`src/rtl/uart_tx_serializer.sv`:
```
// uart_tx_serializer: parametrised parallel-in/serial-out UART transmitter.
// Frame = start bit, DATA_WIDTH data bits (LSB first), optional parity bit,
// STOP_BITS stop bits, each bit held for CLKS_PER_BIT clock cycles.
// Optional feature macro: UART_TX_PARITY_EN inserts a parity bit after the data
// bits (even parity when PARITY_ODD=0, odd parity when PARITY_ODD=1).
module uart_tx_serializer #(
  parameter int DATA_WIDTH   = 8,
  parameter int CLKS_PER_BIT = 16,
  parameter int STOP_BITS    = 1,
  parameter int PARITY_ODD   = 0
) (
  input  logic                  clk,
  input  logic                  rst,
  input  logic                  load,
  input  logic [DATA_WIDTH-1:0] din,
  output logic                  ready,
  output logic                  tx,
  output logic                  busy,
  output logic                  done
);

  localparam int CW = (CLKS_PER_BIT > 1) ? $clog2(CLKS_PER_BIT) : 1;
  localparam int BW = $clog2(DATA_WIDTH);

  localparam logic [CW-1:0] CNT_LAST  = CW'(CLKS_PER_BIT - 1);
  localparam logic [BW-1:0] DATA_LAST = BW'(DATA_WIDTH - 1);
  localparam logic [BW-1:0] STOP_LAST = BW'(STOP_BITS - 1);

  localparam logic [2:0] IDLE   = 3'd0;
  localparam logic [2:0] START  = 3'd1;
  localparam logic [2:0] DATA   = 3'd2;
`ifdef UART_TX_PARITY_EN
  localparam logic [2:0] PARITY = 3'd3;
`endif
  localparam logic [2:0] STOP   = 3'd4;

  // Reject parameter combinations the framing logic cannot represent.
  if (DATA_WIDTH < 5 || DATA_WIDTH > 16 || CLKS_PER_BIT < 1 ||
      (STOP_BITS != 1 && STOP_BITS != 2) ||
      (PARITY_ODD != 0 && PARITY_ODD != 1)) begin : g_badParams
    $error("uart_tx_serializer: illegal parameter value");
  end

  logic [2:0]            state_q, state_d;
  logic [CW-1:0]         cnt_q, cnt_d;
  logic [BW-1:0]         bitIdx_q, bitIdx_d;
  logic [DATA_WIDTH-1:0] shift_q, shift_d;
  logic                  tx_q, tx_d;
  logic                  done_q, done_d;
  logic                  baudEnd;
`ifdef UART_TX_PARITY_EN
  logic                  parity_q, parity_d;
`endif

  assign baudEnd = (cnt_q == CNT_LAST);

  // Next-state logic: tx_d is the line level for the cycle after this edge.
  always_comb begin
    state_d  = state_q;
    bitIdx_d = bitIdx_q;
    shift_d  = shift_q;
    tx_d     = tx_q;
    done_d   = 1'b0;
`ifdef UART_TX_PARITY_EN
    parity_d = parity_q;
`endif
    cnt_d    = (state_q == IDLE || baudEnd) ? '0 : cnt_q + 1'b1;
    case (state_q)
      IDLE: begin
        tx_d = 1'b1;
        if (load) begin
          shift_d  = din;
          state_d  = START;
          tx_d     = 1'b0;
          bitIdx_d = '0;
`ifdef UART_TX_PARITY_EN
          parity_d = (^din) ^ (PARITY_ODD != 0);
`endif
        end
      end
      START: begin
        if (baudEnd) begin
          state_d = DATA;
          tx_d    = shift_q[0];
        end
      end
      DATA: begin
        if (baudEnd) begin
          shift_d = shift_q >> 1;
          if (bitIdx_q == DATA_LAST) begin
            bitIdx_d = '0;
`ifdef UART_TX_PARITY_EN
            state_d  = PARITY;
            tx_d     = parity_q;
`else
            state_d  = STOP;
            tx_d     = 1'b1;
`endif
          end else begin
            bitIdx_d = bitIdx_q + 1'b1;
            tx_d     = shift_q[1];
          end
        end
      end
`ifdef UART_TX_PARITY_EN
      PARITY: begin
        if (baudEnd) begin
          state_d = STOP;
          tx_d    = 1'b1;
        end
      end
`endif
      STOP: begin
        tx_d = 1'b1;
        if (baudEnd) begin
          if (bitIdx_q == STOP_LAST) begin
            state_d  = IDLE;
            bitIdx_d = '0;
            done_d   = 1'b1;
          end else begin
            bitIdx_d = bitIdx_q + 1'b1;
          end
        end
      end
      default: begin
        state_d = IDLE;
        tx_d    = 1'b1;
      end
    endcase
  end

  // State registers; reset aborts any frame in flight without a done pulse.
  always_ff @(posedge clk) begin
    if (rst) begin
      state_q  <= IDLE;
      cnt_q    <= '0;
      bitIdx_q <= '0;
      shift_q  <= '0;
      tx_q     <= 1'b1;
      done_q   <= 1'b0;
`ifdef UART_TX_PARITY_EN
      parity_q <= 1'b0;
`endif
    end else begin
      state_q  <= state_d;
      cnt_q    <= cnt_d;
      bitIdx_q <= bitIdx_d;
      shift_q  <= shift_d;
      tx_q     <= tx_d;
      done_q   <= done_d;
`ifdef UART_TX_PARITY_EN
      parity_q <= parity_d;
`endif
    end
  end

  assign tx    = tx_q;
  assign done  = done_q;
  assign busy  = (state_q != IDLE);
  assign ready = (state_q == IDLE);

endmodule
```
`config.mk`:
```
export PLATFORM = sky130hd
export DESIGN_NAME = uart_tx_serializer
export DESIGN_NICKNAME = d
export VERILOG_FILES = /design/src/rtl/uart_tx_serializer.sv
export SDC_FILE = /design/constraint.sdc
export NUM_CORES = 1
export LEC_CHECK = 0
export CORE_MARGIN = 4
export CORE_UTILIZATION = 30
export CTS_CLUSTER_SIZE = 8
export DETAILED_ROUTE_END_ITERATION = 6
export PLACE_DENSITY_LB_ADDON = 0.3
export SYNTH_ARGS = -nofsm -noshare
export SYNTH_HDL_FRONTEND = slang
export SYNTH_SLANG_ARGS = --single-unit
export TNS_END_PERCENT = 1
```
`constraint.sdc`:
```
create_clock -name clk -period 1.9 [get_ports clk]
set_clock_uncertainty 0.05 [all_clocks]
set_input_delay 0.38 -clock clk [delete_from_list [all_inputs] [get_ports clk]]
set_output_delay 0.38 -clock clk [all_outputs]
set_load 0.01 [all_outputs]
```
==> results.cfg, run 1 <==
[sta]
period_needed_ns = 1.812
setup-violations-final = 0
hold_violations = 0
finalCritPeriodShare_pct = 95.38
slew_viol_final = 0
worstMarginPinSlew_ns = 0.4486
grt_setup_unrepaired = no
finalSetupTns_ns = 0
fmax_mhz = 551.8
max_slew_margin_pct = 70.00

[drt]
post_drt_wl_per_cell_um = 12.05
dr.pass1.iters = 4
routed_wl_um = 2194
drtAntennaViolNets = 0
drtIter0Drc = 29
top_layer = met4
vias = 912
remaining_drc_errors = 0
wl_met2_um = 1054
routed_via_density = 5.011
dr_wl_met3_um = 69
wl_met1_um = 1053

[setup_path]
start_kind = register
critical_path_required_ns = 1.47
cp.arrival_ns = 1.38
critPathCaptureType = output port
critPathKind = register to output port
crit_fanout = 12

[synth]
yosysSeqAreaShare_pct = 36.41
syn_area_mm2 = 0.001100
synth_common_cells = 20 x dfxtp_1, 13 x nor2_1, 9 x inv_1
synth_edf_count = 0
ys_types = 40
yosys.cell_count.top_type = dfxtp_1
yosys.area.top_type = dfxtp_1
syn_avg_cell_area_um2 = 9.242
synthCells = 119
synth.yosys.warnings = 0
synthArstFlopShare_pct = 0
synthFlopType = dfxtp_1
syn_nets = 134
synth_top_area_share_pct = 36.41
ys_ff_latch = 20
synth.area.top_cells = dfxtp_1 36%, mux2i_1 7.3%, ha_1 4.6%

[floorplanning]
die_y_um = 68.55
initial_utilization_pct = 31.95
die_x_um = 68.55
dieArea_mm2 = 0.004698
io_pins = 15
coreArea_mm2 = 0.003442
row_count = 21

[placement]
gp_congestion = 0.8430
placed_area_mm2 = 0.001295
numPortBuffers = 14
hpwl_um = 1711

[grt]
first_global_vias = 911
grt_max_degree = 16
overflow = 0
grt_pass1_wl_um = 3864
antenna_found_initial = 0
track_usage_pct = 10.78

[pwr]
power_density_mw_per_mm2 = 634.7
p_leak_nw = 0.4893
ir_drop_mv = 0.2504

[final_layout]
layout.nets = 153
diodes = 0
area_delta_synth_final_pct = 21.84
multi_input_area_um2 = 603.1
stdcell_area_mm2 = 0.001340
drive_gt1_share_pct = 14.71
ff_latch_area_um2 = 401.6
fill_cells = 347

[clock_network]
max-clock-path-buffers = 2
cts-root-buf = clkbuf_8
htree_levels = 1
clkLatencyLatePin_ns = 0.25
cts.sinks = 20
cts_tree = done
postCtsSetupBuffers = 0
cts_made_buffers = 3
clk_pin_slew_ns = 0.07

[hold_path]
hold_path_class = register to register

[run_status]
status = completed

[flow_run]
max_cap_violations = 0
==> worst paths after layout <==
kind	slack [ns]	end	startpoint	cells after the start
worst max-delay path	0.09	busy	state_q[2]	3
worst min-delay path	0.45	cnt_q[0]	cnt_q[0]	1
worst max register to register	0.20	bitIdx_q[0]	cnt_q[0]	5
worst min register to register	0.45	cnt_q[0]	cnt_q[0]	1
==> critical path: stages, from the launching register on <==
cell and delay, ns:
dfxtp_2 0.48, nor3_4 0.06, inv_1 0.06, clkdlybuf4s50_1 0.53
==> per-stage QoR <==
stage / std cells / utilization, % / worst slack (ns) / power (W) / hold WS [ns]
after floorplan: 119 / - / 0.1984 / 0.0005427 / 0.3993
after global placement: 179 / 37.62 / 0.09999 / 0.0005896 / 0.4230
after detailed placement: 179 / 37.62 / 0.05189 / 0.0005942 / 0.4358
after CTS: 182 / 38.86 / 0.05176 / 0.0008650 / 0.4480
after global routing: 182 / 38.93 / 0.01574 / 0.0009012 / 0.4766
final: 182 / 38.93 / 0.08771 / 0.0008505 / 0.4483
==> layout by cell type (no fill, tap or decap), types with 2 or more instances in the layout <==
cell / n
dfxtp_1: 19
nor2_1: 13
clkdlybuf4s50_1: 13
inv_1: 9
mux2i_1: 8
buf_4: 8
a211oi_1: 6
nor2b_1: 4
a21oi_1: 4
nor3_1: 4
ha_1: 4
a211oi_2: 3
nand2_1: 3
nand2b_1: 3
o21ai_0: 3
clkbuf_8: 3
nor3b_1: 2
nand4b_1: 2
nand3_1: 2
nand4_1: 2
xnor2_1: 2
==> report_power, final <==
part | internal, W | leakage (nW) | switching (W)
combinational | 0.0000701 | 0.304 | 0.0000594
clock | 0.000141 | 0.0216 | 0.000127
sequential | 0.000439 | 0.164 | 0.0000138
==> area by class of cell <==
type                            count  share of cell area, %
Tap cell                           46                  4.295
Inverter                            9                  2.521
Timing Repair Buffer               22                  15.13
Sequential cell                    20                  29.97
Clock buffer                        3                  3.081
Multi-Input combinational cell     82                  45.00
==> state kept, by name, summed over array words and instances (netlist names) <==
name / flops
shift_q: 8
cnt_q: 4
bitIdx_q: 3
state_q: 3
done: 1
tx: 1
==> kinds of logic after synthesis <==
logic type	count (synthesis)	share of synthesized area, %
adders and majority gates	4	4.551
buffers and inverters	17	8.760
and+or+nand+nor	40	20.48
DFF	20	36.40
muxes	8	7.281
xor gates and xnor gates	2	1.593
AOI/OAI and AO/OA	28	20.93
==> routing by layer <==
layer  vias to the layer above  track usage [%]
met4                         0            4.467
met1                       426            13.04
met2                        13            18.59
li1                        471                -
met3                         2            1.945
met5                         -                0
==> what timing repair did <==
item / 4_1_cts / 5_1_grt
endpoints found under the hold margin: 0 / 0
gates resized for setup: 1 / 1
cloned: 0 / 0
hold buffers: 0 / 0
setup endpoints to repair: 2 / 1
(Power assumes the default switching activity.)
==> inputs of run 2 (changes only) <==
Settings changed: GPL_ROUTABILITY_DRIVEN from default to 0, GPL_TIMING_DRIVEN from default to 0, TNS_END_PERCENT 1 to default.
==> run 2 against run 1 <==
- design area up 3.4%
- sequential cell count unchanged
- count of clock-buffer cells in the layout unchanged
- global-route usage down 0.068 points
- die area unchanged
- clock power up 60%
- setup slack worse by 0.017 ns
- maximum frequency down 0.90%
- total power up 19%
- worst hold slack worse by 0.013 ns
- cell count up 2.2%
- critical endpoint is now bitIdx_q[0]
- critical path type is now register to register
==> results.cfg, run 2 (synthesis gave the netlist of run 1 again) <==
[run_status]
status = completed

[final_layout]
diodes = 0
fin_util_pct = 40.24
final_cell_mix = 20 x dfxtp_1, 13 x nor2_1, 12 x clkdlybuf4s50_1
top_regs = shift_q x8, cnt_q x4
top_register = shift_q
fin_cells = 186
drive_gt1_share_pct = 15.71
layout.nets = 156
stdcell_area_mm2 = 0.001385
area_delta_synth_final_pct = 25.94
largest_reg_flops = 8
final_common_cell = dfxtp_1

[pwr]
p_total_w = 0.001013
switching_share_pct = 21.71
p_leak_nw = 0.5127
pwr-share-comb_pct = 13.3
p_int_w = 0.0007931
power_density_mw_per_mm2 = 731.4
ir_drop_mv = 0.4405
pwr-share-seq_pct = 44.4
p_clk_share_pct = 42.2
p_switching_w = 0.0002199

[sta]
hold_violations = 0
fmax_mhz = 546.8
slew_viol_final = 0
period_needed_ns = 1.829
worstMarginPinSlew_ns = 0.5489
max_slew_margin_pct = 63.41
grt_setup_unrepaired = no
setup-violations-final = 0
fin_hold_ws_ns = 0.4352
finalCritPeriodShare_pct = 96.25

[drt]
drtAntennaViolNets = 0
vias = 903
remaining_drc_errors = 0
dr.pass1.iters = 4
routed_via_density = 4.855
routed_wl_um = 2195
drtIter0Drc = 21
post_drt_wl_per_cell_um = 11.80

[setup_path]
cp.arrival_ns = 1.93
critPathKind = register to register
critPathCaptureType = register
critical_path_required_ns = 2.00
crit_fanout = 8
start_kind = register

[grt]
grt_pass1_wl_um = 3857
antenna_found_initial = 0
track_usage_pct = 10.71
overflow = 0
first_global_vias = 921
grt_max_degree = 13

[clock_network]
htree_levels = 1
clkLatencyLatePin_ns = 0.26
clk_pin_slew_ns = 0.08
cts_made_buffers = 3
cts.sinks = 20
hold_buffers = 0
cts_tree = done
cts-root-buf = clkbuf_8
max-clock-path-buffers = 2

[hold_path]
hold_path_class = register to register

[floorplanning]
row_count = 21
initial_utilization_pct = 31.95
io_pins = 15
coreArea_mm2 = 0.003442
die_y_um = 68.55
die_x_um = 68.55
dieArea_mm2 = 0.004698

[placement]
numPortBuffers = 14
hpwl_um = 1617
placed_area_mm2 = 0.001297
dp_cells = 179

[flow_run]
max_cap_violations = 0
[run 2: cell count changes in the layout (fill, tap and decap cells not counted), sizes merged]
cell,before,now
dlymetal6s2s,1,0
clkdlybuf4s50,13,12
dlygate4sd2,0,1
buf,8,9
clkbuf,3,6
bufinv,0,1
[run 2: power by group through the flow]
stage               clock network [W]  registers [W]  logic (W)
detailed placement                  0       0.000461   0.000133
global placement                    0       0.000460   0.000131
global route                 0.000462       0.000453   0.000150
finish                       0.000428       0.000450   0.000135
CTS                          0.000440       0.000451   0.000137
floorplan                           0       0.000459  0.0000841
[run 2: per-layer routing]
metal / wire length, um / GRT usage (%) / up-vias
li1: - / - / 469
met1: 1034 / 12.94 / 409
met2: 1052 / 18.59 / 23
met3: 92 / 2.107 / 2
met4: 16 / 3.970 / 0
met5: 0 / 0 / -
[run 2: worst paths after layout]
path                            startpoint     endpoint  slack, ns  cells past startpoint
worst min register to register          tx           tx       0.44                      2
worst max-delay path              cnt_q[0]  bitIdx_q[0]       0.07                      6
worst max register to register    cnt_q[0]  bitIdx_q[0]       0.07                      6
worst min-delay path                    tx           tx       0.44                      2
[run 2: through the flow]
stage | setup TNS [ns] | setup slack [ns]
after CTS | 0 | 0.04479
final | 0 | 0.07121
after global placement | -0.02915 | -0.02915
after detailed placement | -0.04607 | -0.04607
after global routing | 0 | 0.01123
after floorplan | 0 | 0.1984
[run 2: cell type report]
cell class / count / area, um^2
well taps: 46 / 57.56
multi-input cells: 82 / 603.1
clock inverters: 1 / 30.03
flip-flops and latches: 20 / 400.4
inverters: 9 / 33.78
fillers: 353 / 2057
plain buffers: 8 / 62.56
repair buffers: 17 / 156.4
clock buffers: 3 / 41.29
[run 2: repair_timing]
action,in CTS,in global routing
resized for setup,2,2
setup buffers,3,0
pin swaps,1,0
endpoints found under the setup margin,2,1
[run 2: worst max-delay path, cell delays in order (launching register included)]
cell     delay, ns
dfxtp_1       0.34
ha_1          0.26
and3_1        0.17
buf_6         0.13
a211o_1       0.36
and2_4        0.19
a41o_1        0.22
